### config.mk
export PLATFORM = sky130hd
export DESIGN_NAME = gemm_skew_feeder
export DESIGN_NICKNAME = d
export VERILOG_FILES = /design/src/rtl/gemm_pkg.sv /design/src/rtl/gemm_delay_line.sv /design/src/rtl/gemm_skew_feeder.sv
export SDC_FILE = /design/constraint.sdc
export NUM_CORES = 1
export LEC_CHECK = 0
export BUFFER_PORTS_ARGS = -buffer_cell sky130_fd_sc_hd__buf_2
export CAP_MARGIN = 20
export CORE_AREA = 5 5 142 144
export CTS_CLUSTER_DIAMETER = 200
export CTS_CLUSTER_SIZE = 30
export DETAILED_ROUTE_END_ITERATION = 10
export DIE_AREA = 0 0 147 149
export PLACE_DENSITY = 0.71
export SLEW_MARGIN = 20
export SYNTH_ARGS = -nofsm -noshare
export SYNTH_HDL_FRONTEND = slang
export SYNTH_SLANG_ARGS = --single-unit
### constraint.sdc
create_clock -name clk -period 4.2 [get_ports clk]
set_clock_uncertainty 0.15 [all_clocks]
set_input_delay 0.63 -clock clk [delete_from_list [all_inputs] [get_ports clk]]
set_output_delay 0.63 -clock clk [all_outputs]
set_load 0.01 [all_outputs]
### src/rtl/gemm_pkg.sv
// gemm_pkg: shared FSM type and drain-length helper for the GEMM feeder.
// Option: GEMM_FEEDER_INPUT_SKEW_EN selects internal lane skew.
package gemm_pkg;

   typedef enum logic [1:0] {
      ST_IDLE,
      ST_STREAM,
      ST_DRAIN
   } feed_state_e;

`ifdef GEMM_FEEDER_INPUT_SKEW_EN
   localparam bit SKEW_EN = 1'b1;
`else
   localparam bit SKEW_EN = 1'b0;
`endif

   // Cycles from the last accepted beat until it reaches the far corner MAC.
   function automatic int drain_len(input int dim, input bit skew);
      return skew ? (2 * dim - 1) : dim;
   endfunction

endpackage

### src/rtl/gemm_delay_line.sv
// gemm_delay_line: data + enable shift register exposing every stage.
// Stage 0 is loaded from the input; all stages shift every cycle.
module gemm_delay_line #(
   parameter int WIDTH = 8,
   parameter int DEPTH = 4
) (
   input  logic                     clk_i,
   input  logic                     rst_ni,
   input  logic [WIDTH-1:0]         d_i,
   input  logic                     ena_i,
   output logic [DEPTH*WIDTH-1:0]   tap_o,
   output logic [DEPTH-1:0]         ena_o
);

   logic [DEPTH*WIDTH-1:0] data_q, data_d;
   logic [DEPTH-1:0]       ena_q, ena_d;

   // Next state: shift every stage up by one, load stage 0 from input.
   always_comb begin
      data_d = data_q;
      ena_d  = ena_q;
      data_d[WIDTH-1:0] = d_i;
      ena_d[0]          = ena_i;
      for (int s = 1; s < DEPTH; s++) begin
         data_d[s*WIDTH +: WIDTH] = data_q[(s-1)*WIDTH +: WIDTH];
         ena_d[s]                 = ena_q[s-1];
      end
   end

   // Stage registers, cleared asynchronously.
   always_ff @(posedge clk_i or negedge rst_ni) begin
      if (!rst_ni) begin
         data_q <= '0;
         ena_q  <= '0;
      end else begin
         data_q <= data_d;
         ena_q  <= ena_d;
      end
   end

   assign tap_o = data_q;
   assign ena_o = ena_q;

endmodule

### src/rtl/gemm_skew_feeder.sv
// gemm_skew_feeder: operand feeder for a DIM x DIM output-stationary array.
// Option: GEMM_FEEDER_INPUT_SKEW_EN adds per-lane skew ahead of the chains.
module gemm_skew_feeder
   import gemm_pkg::*;
#(
   parameter int OP_WIDTH = 8,
   parameter int DIM      = 4,
   parameter int K_MAX    = 256
) (
   input  logic                             clk,
   input  logic                             reset_n,
   input  logic [DIM*OP_WIDTH-1:0]          in_a_column,
   input  logic [DIM*OP_WIDTH-1:0]          in_b_row,
   input  logic                             in_valid,
   input  logic                             in_last,
   output logic                             in_ready,
   output logic [DIM*DIM*OP_WIDTH-1:0]      mac_a,
   output logic [DIM*DIM*OP_WIDTH-1:0]      mac_b,
   output logic [DIM*DIM-1:0]               mac_a_ena,
   output logic [DIM*DIM-1:0]               mac_b_ena,
   output logic                             tile_done,
   output logic [$clog2(K_MAX+1)-1:0]       k_count,
   output logic                             k_overflow
);

   localparam int LW = DIM * OP_WIDTH;
   localparam int D  = drain_len(DIM, SKEW_EN);
   localparam int CW = $clog2(D);
   localparam int KW = $clog2(K_MAX + 1);

   feed_state_e   state_q, state_d;
   logic [CW-1:0] cnt_q, cnt_d;
   logic [KW-1:0] k_q, k_d;
   logic          ovf_q, ovf_d;
   logic          ready_q, ready_d;
   logic          done_q, done_d;

   logic          accept;
   logic [LW-1:0] feed_a, feed_b;

   assign accept = in_valid && ready_q;
   assign feed_a = accept ? in_a_column : '0;
   assign feed_b = accept ? in_b_row : '0;

   // A lanes: optional skew, then a DIM-deep chain tapped per column.
   for (genvar r = 0; r < DIM; r++) begin : g_a
      logic [OP_WIDTH-1:0] sk_d;
      logic                sk_e;
      logic [LW-1:0]       tap;
      logic [DIM-1:0]      tap_e;
`ifdef GEMM_FEEDER_INPUT_SKEW_EN
      if (r == 0) begin : g_ns
         assign sk_d = feed_a[OP_WIDTH-1:0];
         assign sk_e = accept;
      end else begin : g_sk
         logic [r*OP_WIDTH-1:0] st;
         logic [r-1:0]          st_e;
         gemm_delay_line #(
            .WIDTH (OP_WIDTH),
            .DEPTH (r)
         ) u_skew (
            .clk_i  (clk),
            .rst_ni (reset_n),
            .d_i    (feed_a[r*OP_WIDTH +: OP_WIDTH]),
            .ena_i  (accept),
            .tap_o  (st),
            .ena_o  (st_e)
         );
         assign sk_d = st[(r-1)*OP_WIDTH +: OP_WIDTH];
         assign sk_e = st_e[r-1];
      end
`else
      assign sk_d = feed_a[r*OP_WIDTH +: OP_WIDTH];
      assign sk_e = accept;
`endif
      gemm_delay_line #(
         .WIDTH (OP_WIDTH),
         .DEPTH (DIM)
      ) u_chain (
         .clk_i  (clk),
         .rst_ni (reset_n),
         .d_i    (sk_d),
         .ena_i  (sk_e),
         .tap_o  (tap),
         .ena_o  (tap_e)
      );
      for (genvar c = 0; c < DIM; c++) begin : g_tap
         assign mac_a[(r*DIM+c)*OP_WIDTH +: OP_WIDTH] =
            tap[c*OP_WIDTH +: OP_WIDTH];
         assign mac_a_ena[r*DIM+c] = tap_e[c];
      end
   end

   // B lanes: optional skew, then a DIM-deep chain tapped per row.
   for (genvar c = 0; c < DIM; c++) begin : g_b
      logic [OP_WIDTH-1:0] sk_d;
      logic                sk_e;
      logic [LW-1:0]       tap;
      logic [DIM-1:0]      tap_e;
`ifdef GEMM_FEEDER_INPUT_SKEW_EN
      if (c == 0) begin : g_ns
         assign sk_d = feed_b[OP_WIDTH-1:0];
         assign sk_e = accept;
      end else begin : g_sk
         logic [c*OP_WIDTH-1:0] st;
         logic [c-1:0]          st_e;
         gemm_delay_line #(
            .WIDTH (OP_WIDTH),
            .DEPTH (c)
         ) u_skew (
            .clk_i  (clk),
            .rst_ni (reset_n),
            .d_i    (feed_b[c*OP_WIDTH +: OP_WIDTH]),
            .ena_i  (accept),
            .tap_o  (st),
            .ena_o  (st_e)
         );
         assign sk_d = st[(c-1)*OP_WIDTH +: OP_WIDTH];
         assign sk_e = st_e[c-1];
      end
`else
      assign sk_d = feed_b[c*OP_WIDTH +: OP_WIDTH];
      assign sk_e = accept;
`endif
      gemm_delay_line #(
         .WIDTH (OP_WIDTH),
         .DEPTH (DIM)
      ) u_chain (
         .clk_i  (clk),
         .rst_ni (reset_n),
         .d_i    (sk_d),
         .ena_i  (sk_e),
         .tap_o  (tap),
         .ena_o  (tap_e)
      );
      for (genvar r = 0; r < DIM; r++) begin : g_tap
         assign mac_b[(r*DIM+c)*OP_WIDTH +: OP_WIDTH] =
            tap[r*OP_WIDTH +: OP_WIDTH];
         assign mac_b_ena[r*DIM+c] = tap_e[r];
      end
   end

   // Tile framing: beat counting, drain countdown and ready/done flags.
   always_comb begin
      state_d = state_q;
      cnt_d   = cnt_q;
      k_d     = k_q;
      ovf_d   = ovf_q;
      done_d  = 1'b0;
      if (accept) begin
         if (k_q != KW'(K_MAX)) begin
            k_d = k_q + KW'(1);
         end else if (!in_last) begin
            ovf_d = 1'b1;
         end
      end
      unique case (state_q)
         ST_IDLE, ST_STREAM: begin
            if (accept) begin
               if (in_last) begin
                  state_d = ST_DRAIN;
                  cnt_d   = CW'(D - 1);
               end else begin
                  state_d = ST_STREAM;
               end
            end
         end
         ST_DRAIN: begin
            cnt_d = cnt_q - CW'(1);
            if (cnt_q == CW'(1)) begin
               state_d = ST_IDLE;
               done_d  = 1'b1;
               k_d     = '0;
            end
         end
         default: state_d = ST_IDLE;
      endcase
      ready_d = (state_d != ST_DRAIN);
   end

   // Control registers, cleared asynchronously.
   always_ff @(posedge clk or negedge reset_n) begin
      if (!reset_n) begin
         state_q <= ST_IDLE;
         cnt_q   <= '0;
         k_q     <= '0;
         ovf_q   <= 1'b0;
         ready_q <= 1'b0;
         done_q  <= 1'b0;
      end else begin
         state_q <= state_d;
         cnt_q   <= cnt_d;
         k_q     <= k_d;
         ovf_q   <= ovf_d;
         ready_q <= ready_d;
         done_q  <= done_d;
      end
   end

   assign in_ready   = ready_q;
   assign tile_done  = done_q;
   assign k_count    = k_q;
   assign k_overflow = ovf_q;

endmodule

==> flow_summary_export.csv, run 1 <==
group,metric,value,unit
run_status,status,"completed",
floorplan,die_h,149,um
routing,drt.antenna.violating_nets,0,
synth,avgSynthCellArea,17.9,um^2
floorplan,core-area,18600,um^2
timing,maxSlewHeadroom,29.7,%
global_routing,track_usage,16.9,%
synth,synth_cell_types,27,
global_routing,grt_pass1_vias,4913,
setup_path,worstReg2RegStart,"in_ready",
power,switchingPower,1.67,mW
power,combPwrFrac,18.0,%
setup_path,regToRegSetupSlack,1920,ps
clock_tree,ctsResizeCount,0,
synth,synthesis.area,7960,um^2
power,cellPowerDensity,558,nW/um^2
synth,synth_nets,517,
setup_path,critical_path.cell_chain,"buf_2",
clock_tree,numCtsBuffers,13,
clock_tree,postCtsSetupBuffers,0,
timing,fin_crit_sh,62.7,%
setup_path,crit_fanout,69,
final_layout,fin_nets,862,
synth,syn_inst,446,
global_routing,grt_first_pass_wirelength,29100,um
clock_tree,clk_root_buffer_cell,"clkbuf_16",
synth,seq_area_frac_synth,86.8,%
synth,ys_warn_count,0,
timing,rsz0062_at_grt,"no",
routing,wl,19000,um
power,seqPwrFrac,58.4,%
setup_path,reg2reg_to,"k_count[8]",
routing,wl_per_cell,18.6,um
setup_path,startpoint,"in_ready",
setup_path,critPathArrivalTime,1850,ps
clock_tree,cts_tree,"yes",
timing,max_clock_freq,380,MHz
timing,layout_min_cycle_time,2630,ps
timing,tns,0,ps
setup_path,slowest_delay,1070,ps
placed_design,io_buffers,367,
timing,worst_pin_slew,1050,ps
job,max-cap-violations,0,
routing,drcViolationCount,0,
global_routing,grt_remaining_overflow,0,
floorplan,die_w,147,um
floorplan,start_util,42.8,%
floorplan,rows,50,
synth,ys_seq_elements,276,
final_layout,syn2layout_area_growth,28.9,%
floorplan,ios,368,
final_layout,final_util,55.2,%
global_routing,grt_max_degree,121,
synth,synth_top_area_share,86.8,%
setup_path,cp.depth,1,
final_layout,drive_above_1_share,49.3,%
routing,drtPass1Iterations,4,
power,ir_worst_vdd,0.400,mV
placed_design,dpl.hpwl,14300,um
clock_tree,cts.sinks,276,
placed_design,routabilityCongestion,0.785,
final_layout,diodes,0,
timing,finalMaxSlewViolations,0,
clock_tree,clk_pin_slew_worst_paths,120,ps
routing,via_per_inst,4.54,
setup_path,end_kind,"output port",
setup_path,crit_type,"reg2out",
global_routing,antenna_found_initial,0,
power,power_frac_clock,23.6,%
setup_path,setup.worst_path.end,"in_ready",
power,p_int,4.06,mW
floorplan,design.die.area,21900,um^2
min_path,hp-class,"in2async",
clock_tree,hold_buffers,0,
routing,drt_iter0_drc,140,
power,sw_frac_of_total,29.2,%
clock_tree,ctsHtreeMaxLevel,1,
synth,synthTopCellsByArea,"dfrtp_1 87%, and3_1 5.0%, buf_4 2.6%",
setup_path,crit_family,"flip-flops",
power,leakagePower,6.08,nW
setup_path,path_buf_inv,1,
clock_tree,clk_latency,480,ps
synth,synth_top_cell_by_area,"dfrtp_1",
setup_path,cp.required,3420,ps
timing,timing.final.hold_violations,0,
setup_path,reg2reg_depth,3,
timing,setup_viol_count_final,0,
setup_path,startpoint_type,"flop",
setup_path,critical_path.slowest_cell,"dfrtp_2",
clock_tree,cts_max_path_buffers,3,
routing,dr_total_vias,4657,
power groups by stage:
| stage | logic, mW | registers, mW | clock network [mW] |
|---|---|---|---|
| CTS | 1.06 | 3.36 | 1.41 |
| floorplan | 0.345 | 3.51 | 0 |
| finish | 1.03 | 3.35 | 1.35 |
| global route | 1.12 | 3.42 | 1.51 |
| global placement | 1.04 | 3.39 | 0 |
| detailed placement | 1.06 | 3.41 | 0 |
flip-flops by register name, indices dropped and copies added, names as in the netlist:
name               cells
g_b.u_chain.ena_o      3
g_b.u_chain.tap_o    128
tile_done              1
state_q                2
in_ready               1
g_a.u_chain.ena_o      1
k_overflow             1
cnt_q                  2
g_a.u_chain.tap_o    128
k_count                9
synthesized netlist by cell type:
| master | number |
|---|---|
| a211o_2 | 1 |
| a211oi_1 | 1 |
| a21oi_1 | 11 |
| a31oi_1 | 1 |
| and3_1 | 64 |
| buf_4 | 28 |
| clkbuf_1 | 14 |
| clkinv_1 | 1 |
| dfrtp_1 | 276 |
| ha_1 | 3 |
| inv_1 | 6 |
| mux2i_1 | 1 |
| nand2_1 | 12 |
| nand2b_1 | 2 |
| nand3_1 | 4 |
| nand3b_1 | 2 |
| nand4_4 | 1 |
| nor2_1 | 1 |
| nor4b_1 | 2 |
| o21a_1 | 1 |
| o21ai_0 | 3 |
| o21bai_1 | 1 |
| o31ai_1 | 3 |
| or3_1 | 2 |
| or3_2 | 1 |
| or4_1 | 3 |
| xor2_1 | 1 |
logic make-up after synthesis:
group,synth area share [%]
AND/OR/NAND/NOR,7.26
flip-flops,86.8
adder cells (fa/ha/maj),0.472
buffers and inverters,3.63
XOR/XNOR,0.110
AO/OA/AOI/OAI,1.65
multiplexers,0.126
per-layer routing:
metal	share of wire, %	vias up	track usage [%]	wire length (um)
met3	7.8	24	4.50	1480
met2	52	195	30.3	9980
met5	0	-	0	0
li1	-	2132	-	-
met4	2.0	0	3.96	372
met1	38	2306	20.6	7210
worst min path at each step:
stage	start	slack (ps)	cells after the start	endpoint
2_1_floorplan	reset_n	180	0	cnt_q[0]
3_3_place_gp	g_b[2].u_chain.tap_o[2]	200	0	g_b[2].u_chain.tap_o[10]
3_5_place_dp	g_a[2].u_chain.tap_o[21]	200	0	g_a[2].u_chain.tap_o[29]
4_1_cts	reset_n	120	1	g_a[0].u_chain.tap_o[17]
5_1_grt	reset_n	160	1	g_a[0].u_chain.tap_o[17]
6_report	reset_n	100	1	g_a[0].u_chain.tap_o[17]
stage by stage:
step	hold slack [ps]	total power, mW	area, um^2	setup slack, ps	std cells
3_3_place_gp	201	4.43	9900	1980	1010
3_5_place_dp	203	4.47	9900	1920	1010
6_report	97.5	5.73	10300	1570	1025
2_1_floorplan	184	3.86	7960	2580	446
5_1_grt	162	6.05	10300	1420	1025
4_1_cts	116	5.82	10300	1490	1025
cell type report:
| type | instances | area [um^2] |
|---|---|---|
| Fill cell | 1530 | 8320 |
| Tap cell | 234 | 293 |
| Timing Repair Buffer | 372 | 1910 |
| Multi-Input combinational cell | 121 | 766 |
| Clock buffer | 14 | 329 |
| Sequential cell | 276 | 6910 |
| Inverter | 7 | 26.3 |
| Clock inverter | 1 | 30.0 |
cell usage in the layout (no fill, tap or decap), types with 2 or more instances in the layout:
| cell | synthesis | layout |
|---|---|---|
| o31ai_1 | 3 | 3 |
| a21oi_1 | 11 | 11 |
| buf_12 | 0 | 2 |
| buf_4 | 28 | 3 |
| ha_1 | 3 | 3 |
| nand2b_1 | 2 | 2 |
| o21ai_0 | 3 | 3 |
| or4_1 | 3 | 3 |
| nand3_1 | 4 | 4 |
| clkbuf_16 | 0 | 13 |
| buf_2 | 0 | 366 |
| nand3b_1 | 2 | 2 |
| nand2_1 | 12 | 12 |
| and3_1 | 64 | 64 |
| dfrtp_1 | 276 | 275 |
| or3_1 | 2 | 2 |
| inv_1 | 6 | 6 |
| nor4b_1 | 2 | 2 |
Note: power is estimated with default switching activity, not from simulation.
==> run 2, diff against run 1 <==
--- a/config.mk
+++ b/config.mk
@@ -7,12 +7,12 @@
 export LEC_CHECK = 0
 export BUFFER_PORTS_ARGS = -buffer_cell sky130_fd_sc_hd__buf_2
 export CAP_MARGIN = 20
-export CORE_AREA = 5 5 142 144
+export CORE_MARGIN = 5
+export CORE_UTILIZATION = 46
 export CTS_CLUSTER_DIAMETER = 200
 export CTS_CLUSTER_SIZE = 30
 export DETAILED_ROUTE_END_ITERATION = 10
-export DIE_AREA = 0 0 147 149
-export PLACE_DENSITY = 0.71
+export PLACE_DENSITY = 0.76
 export SLEW_MARGIN = 20
 export SYNTH_ARGS = -nofsm -noshare
 export SYNTH_HDL_FRONTEND = slang
==> constraint.sdc (replaced) <==
create_clock -name clk -period 2.45 [get_ports clk]
set_clock_uncertainty 0.15 [all_clocks]
set_input_delay 0.3675 -clock clk [delete_from_list [all_inputs] [get_ports clk]]
set_output_delay 0.3675 -clock clk [all_outputs]
set_load 0.01 [all_outputs]
==> flow_summary_export.csv, run 2 (synthesis results as in run 1) <==
group,metric,value,unit
routing,dr_total_vias,5155,
global_routing,antenna_found_initial,1,
power,leakagePower,6.36,nW
setup_path,cp.required,1930,ps
run_status,status,"completed",
timing,fin_crit_sh,78.9,%
clock_tree,cts_tree,"yes",
setup_path,path_buf_inv,2,
clock_tree,clk_pin_slew_worst_paths,120,ps
timing,whs,14.2,ps
floorplan,start_util,46.5,%
final_layout,mostFrequentLayoutCells,"366 x buf_2, 275 x dfrtp_1, 64 x and3_1",
min_path,hp-class,"in2reg",
timing,setup_viol_count_final,0,
floorplan,die_w,142,um
setup_path,critPathArrivalTime,1420,ps
routing,drt.antenna.violating_nets,0,
floorplan,core-area,17100,um^2
power,ir_worst_vdd,0.705,mV
clock_tree,clk_latency,470,ps
routing,via_per_inst,4.76,
setup_path,slowest_delay,420,ps
routing,wl_per_cell,20.2,um
setup_path,critical_path.cell_chain,"buf_4 > buf_2",
setup_path,crit_type,"reg2out",
clock_tree,clk_root_buffer_cell,"clkbuf_16",
timing,maxSlewHeadroom,58.9,%
final_layout,drive_above_1_share,46.3,%
clock_tree,numCtsBuffers,13,
routing,wl,21900,um
timing,timing.final.hold_violations,0,
timing,finalMaxSlewViolations,0,
clock_tree,cts_max_path_buffers,3,
setup_path,critical_path.slowest_cell,"dfrtp_2",
placed_design,routabilityCongestion,0.861,
timing,max_clock_freq,517,MHz
global_routing,grt_first_pass_wirelength,32900,um
placed_design,dpl.hpwl,16100,um
job,max-cap-violations,0,
min_path,min_from,"in_a_column[9]",
timing,tns,0,ps
clock_tree,ctsHtreeMaxLevel,1,
setup_path,worstReg2RegStart,"k_count[0]",
global_routing,grt_max_degree,76,
global_routing,grt_remaining_overflow,0,
power,cellPowerDensity,919,nW/um^2
final_layout,fin_nets,927,
floorplan,die_h,142,um
clock_tree,ctsResizeCount,0,
min_path,worstHoldPathCells,2,
timing,rsz0062_at_grt,"no",
final_layout,final_cells,1083,
global_routing,grt_pass1_vias,5351,
min_path,whs_endpoint,"g_a[1].u_chain.tap_o[1]",
power,finalPower,10.0,mW
final_layout,final_common_cell,"buf_2",
global_routing,track_usage,21.4,%
timing,fin_ws,516,ps
setup_path,crit_fanout,38,
routing,drt_iter0_drc,170,
placed_design,io_buffers,367,
setup_path,cp.depth,2,
setup_path,regToRegSetupSlack,790,ps
setup_path,reg2reg_depth,5,
timing,worst_pin_slew,616,ps
setup_path,end_kind,"output port",
clock_tree,cts.sinks,276,
floorplan,design.die.area,20000,um^2
floorplan,ios,368,
timing,layout_min_cycle_time,1930,ps
setup_path,startpoint_type,"flop",
setup_path,crit_family,"buffers and inverters",
setup_path,reg2reg_to,"k_count[0]",
routing,drtPass1Iterations,4,
floorplan,rows,48,
routing,drcViolationCount,0,
placed_design,place_inst,1007,
final_layout,n_fill_cell,1239,
final_layout,syn2layout_area_growth,36.8,%
placed_design,dpl_worst_slack,714,ps
-- run 2: cell count changes in the layout (fill, tap and decap cells not counted), sizes merged --
cell,change
buf,+6
dlygate4sd3,+59
diode,+2
-- run 2: cell type report --
class	instances	area [um^2]	area share (%)
Inverter	7	26.3	0.241
Multi-Input combinational cell	121	766	7.03
Clock buffer	14	329	3.02
Tap cell	225	282	2.59
Clock inverter	1	30.0	0.276
Sequential cell	276	6910	63.4
Antenna cell	2	5.00	0.0460
Timing Repair Buffer	437	2540	23.4
-- run 2: repair_timing --
item | CTS | global route
endpoints found under the setup margin | 0 | 0
setup buffers | 0 | 0
hold buffers | 59 | 0
hold endpoints to repair | 126 | 0
-- run 2: worst max path at each step --
| stage | slack, ps | from | endpoint |
|---|---|---|---|
| floorplan | 910 | k_count[0] | k_count[0] |
| global placement | 740 | in_valid | k_count[4] |
| detailed placement | 710 | in_valid | k_count[4] |
| CTS | 480 | in_ready | in_ready |
| global route | 430 | in_ready | in_ready |
| finish | 520 | in_ready | in_ready |
-- run 2: worst reg2reg max path, cell delays in order, from the launching register on --
cell     delay [ps]
dfrtp_1         450
inv_1           100
ha_1            140
nor4b_1         410
a21oi_1         150
mux2i_1         150
-- run 2: metrics by stage --
step	util, %	instance area, um^2
finish	63.6	10900
CTS	63.6	10900
floorplan	-	7960
global placement	58.0	9940
detailed placement	58.0	9940
global route	63.6	10900
-- run 2: power breakdown --
part           leakage, nW  internal [mW]  switching (mW)  total, mW
registers             3.64           5.23           0.427       5.66
logic                 2.55          0.815            1.19       2.01
clock network        0.173          0.995            1.34       2.34
total                 6.36           7.04            2.96       10.0
-- run 2: per-layer routing --
layer	global-route usage, %	routed length [um]	up-vias
met5	0	0	-
met4	6.82	676	0
met3	5.36	1670	45
met2	38.0	11600	235
met1	25.8	7930	2627
li1	-	-	2248
==> run 3, diff against run 2 <==
--- a/config.mk
+++ b/config.mk
@@ -8,11 +8,11 @@
 export BUFFER_PORTS_ARGS = -buffer_cell sky130_fd_sc_hd__buf_2
 export CAP_MARGIN = 20
 export CORE_MARGIN = 5
-export CORE_UTILIZATION = 46
+export CORE_UTILIZATION = 41
 export CTS_CLUSTER_DIAMETER = 200
 export CTS_CLUSTER_SIZE = 30
 export DETAILED_ROUTE_END_ITERATION = 10
-export PLACE_DENSITY = 0.76
+export PLACE_DENSITY = 0.71
 export SLEW_MARGIN = 20
 export SYNTH_ARGS = -nofsm -noshare
 export SYNTH_HDL_FRONTEND = slang
==> constraint.sdc (replaced) <==
create_clock -name clk -period 1.6 [get_ports clk]
set_clock_uncertainty 0.15 [all_clocks]
set_input_delay 0.24 -clock clk [delete_from_list [all_inputs] [get_ports clk]]
set_output_delay 0.24 -clock clk [all_outputs]
set_load 0.01 [all_outputs]
==> flow_summary_export.csv, run 3 (synthesis results as in run 1) <==
group,metric,value,unit
floorplan,start_util,41.3,%
timing,setup_viol_count_final,0,
timing,fin_ws,35.8,ps
placed_design,dpl_worst_slack,-83.2,ps
global_routing,grt_first_pass_wirelength,31700,um
final_layout,mostFrequentLayoutCells,"363 x buf_2, 271 x dfrtp_1, 66 x dlygate4sd3_1",
clock_tree,clk_latency,480,ps
setup_path,crit_type,"reg2out",
setup_path,critical_path.slowest_cell,"dfrtp_1",
floorplan,ios,368,
run_status,status,"completed",
global_routing,track_usage,18.6,%
final_layout,ff_latch_area,6910,um^2
timing,timing.final.hold_violations,0,
job,max-cap-violations,0,
final_layout,final_cells,1142,
routing,drt.antenna.violating_nets,0,
setup_path,reg2reg_to,"k_count[8]",
timing,maxSlewHeadroom,77.5,%
clock_tree,numCtsBuffers,13,
timing,worst_pin_slew,333,ps
floorplan,design.die.area,22300,um^2
setup_path,crit_fanout,4,
final_layout,drive_above_1_share,47.8,%
power,cellPowerDensity,1400,nW/um^2
global_routing,antenna_found_initial,0,
timing,whs,62.0,ps
routing,via_per_inst,4.44,
routing,dr_total_vias,5068,
power,finalPower,15.7,mW
setup_path,reg2reg_depth,3,
final_layout,diodes,0,
final_layout,n_fill_cell,1522,
final_layout,fin_area,11200,um^2
setup_path,critical_path.cell_chain,"buf_6 > buf_6",
min_path,worstHoldPathCells,4,
min_path,min_from,"in_valid",
min_path,hp-class,"in2reg",
placed_design,routabilityCongestion,0.793,
timing,tns,0,ps
power,ir_worst_vdd,0.900,mV
clock_tree,cts_tree,"yes",
placed_design,placed_area,10000,um^2
clock_tree,cts.sinks,276,
setup_path,end_kind,"output port",
timing,layout_min_cycle_time,1560,ps
routing,wl_per_cell,18.9,um
final_layout,fin_nets,947,
floorplan,core-area,19300,um^2
floorplan,die_w,149,um
floorplan,rows,51,
timing,fin_crit_sh,97.8,%
final_layout,syn2layout_area_growth,40.8,%
clock_tree,cts_max_path_buffers,3,
setup_path,crit_family,"flip-flops",
routing,wl,21500,um
setup_path,cp_common_cell,"buf_6",
setup_path,regToRegSetupSlack,40,ps
setup_path,slowest_delay,440,ps
timing,rsz0062_at_grt,"yes",
power,leakagePower,6.47,nW
routing,drt_iter0_drc,188,
clock_tree,ctsHtreeMaxLevel,1,
global_routing,grt_pass1_vias,5202,
final_layout,final_common_cell,"buf_2",
global_routing,grt_remaining_overflow,0,
timing,finalMaxSlewViolations,0,
floorplan,die_h,149,um
routing,drcViolationCount,0,
setup_path,startpoint_type,"flop",
min_path,whs_endpoint,"k_count[1]",
setup_path,worstReg2RegStart,"k_count[7]",
setup_path,path_buf_inv,2,
placed_design,place_inst,1051,
placed_design,dpl.hpwl,15900,um
global_routing,grt_max_degree,56,
final_layout,multi_input_area,791,um^2
setup_path,critPathArrivalTime,1170,ps
final_layout,final_util,58.2,%
clock_tree,clk_pin_slew_worst_paths,120,ps
clock_tree,clk_root_buffer_cell,"clkbuf_16",
setup_path,cp.required,1210,ps
placed_design,io_buffers,367,
timing,max_clock_freq,639,MHz
routing,drtPass1Iterations,4,
-- run 3: cell types whose count changed in the layout (fill, tap and decap cells not counted), sizes merged --
cell,before,now
clkinvlp,0,1
dlygate4sd3,59,66
buf,378,391
inv,6,7
diode,2,0
clkinv,2,1
-- run 3: what timing repair did --
action                                  in CTS  in global routing
setup buffers                                6                  3
hold buffers                                66                  0
gates resized for setup                      9                  7
hold endpoints to repair                   346                  0
pin swaps                                    2                  2
endpoints found under the setup margin       7                 17
-- run 3: area by class of cell --
class                      instances  share of cell area (%)
inverter                           7                   0.268
tap                              265                    2.96
timing repair buffer             457                    24.8
clock inverter                     2                   0.346
sequential                       276                    61.6
multi-input combinational        121                    7.05
clock buffer                      14                    2.93
-- run 3: report_power, final --
group / switching, mW / leakage [nW] / internal [mW]
logic: 1.94 / 2.66 / 1.52
clock network: 2.06 / 0.177 / 1.53
registers: 0.596 / 3.63 / 8.02
total: 4.60 / 6.47 / 11.1
-- run 3: worst max-delay path by stage --
stage / slack [ps] / start / cells past startpoint / endpoint
global placement: 50 / k_count[0] / 5 / k_count[0]
floorplan: 60 / k_count[0] / 5 / k_count[0]
detailed placement: -80 / k_count[0] / 5 / k_count[0]
CTS: -2 / in_ready / 4 / k_count[8]
global route: -30 / k_count[7] / 1 / k_count[7]
finish: 40 / k_count[0] / 2 / k_count[0]
-- run 3: metal layers --
| layer | wire length, um | GRT usage, % | share of wire [%] | vias to the layer above |
|---|---|---|---|---|
| met1 | 7610 | 21.7 | 35 | 2538 |
| met3 | 1610 | 4.65 | 7.5 | 35 |
| met5 | 0 | 0 | 0 | - |
| li1 | - | - | - | 2289 |
| met2 | 11700 | 34.0 | 54 | 206 |
| met4 | 606 | 5.13 | 2.8 | 0 |
-- run 3: worst register-to-register path, delay by kind of cell (launching register included) --
family | cells | cell delay [ps]
flops | 1 | 500
compound gates | 1 | 150
simple gates | 2 | 680
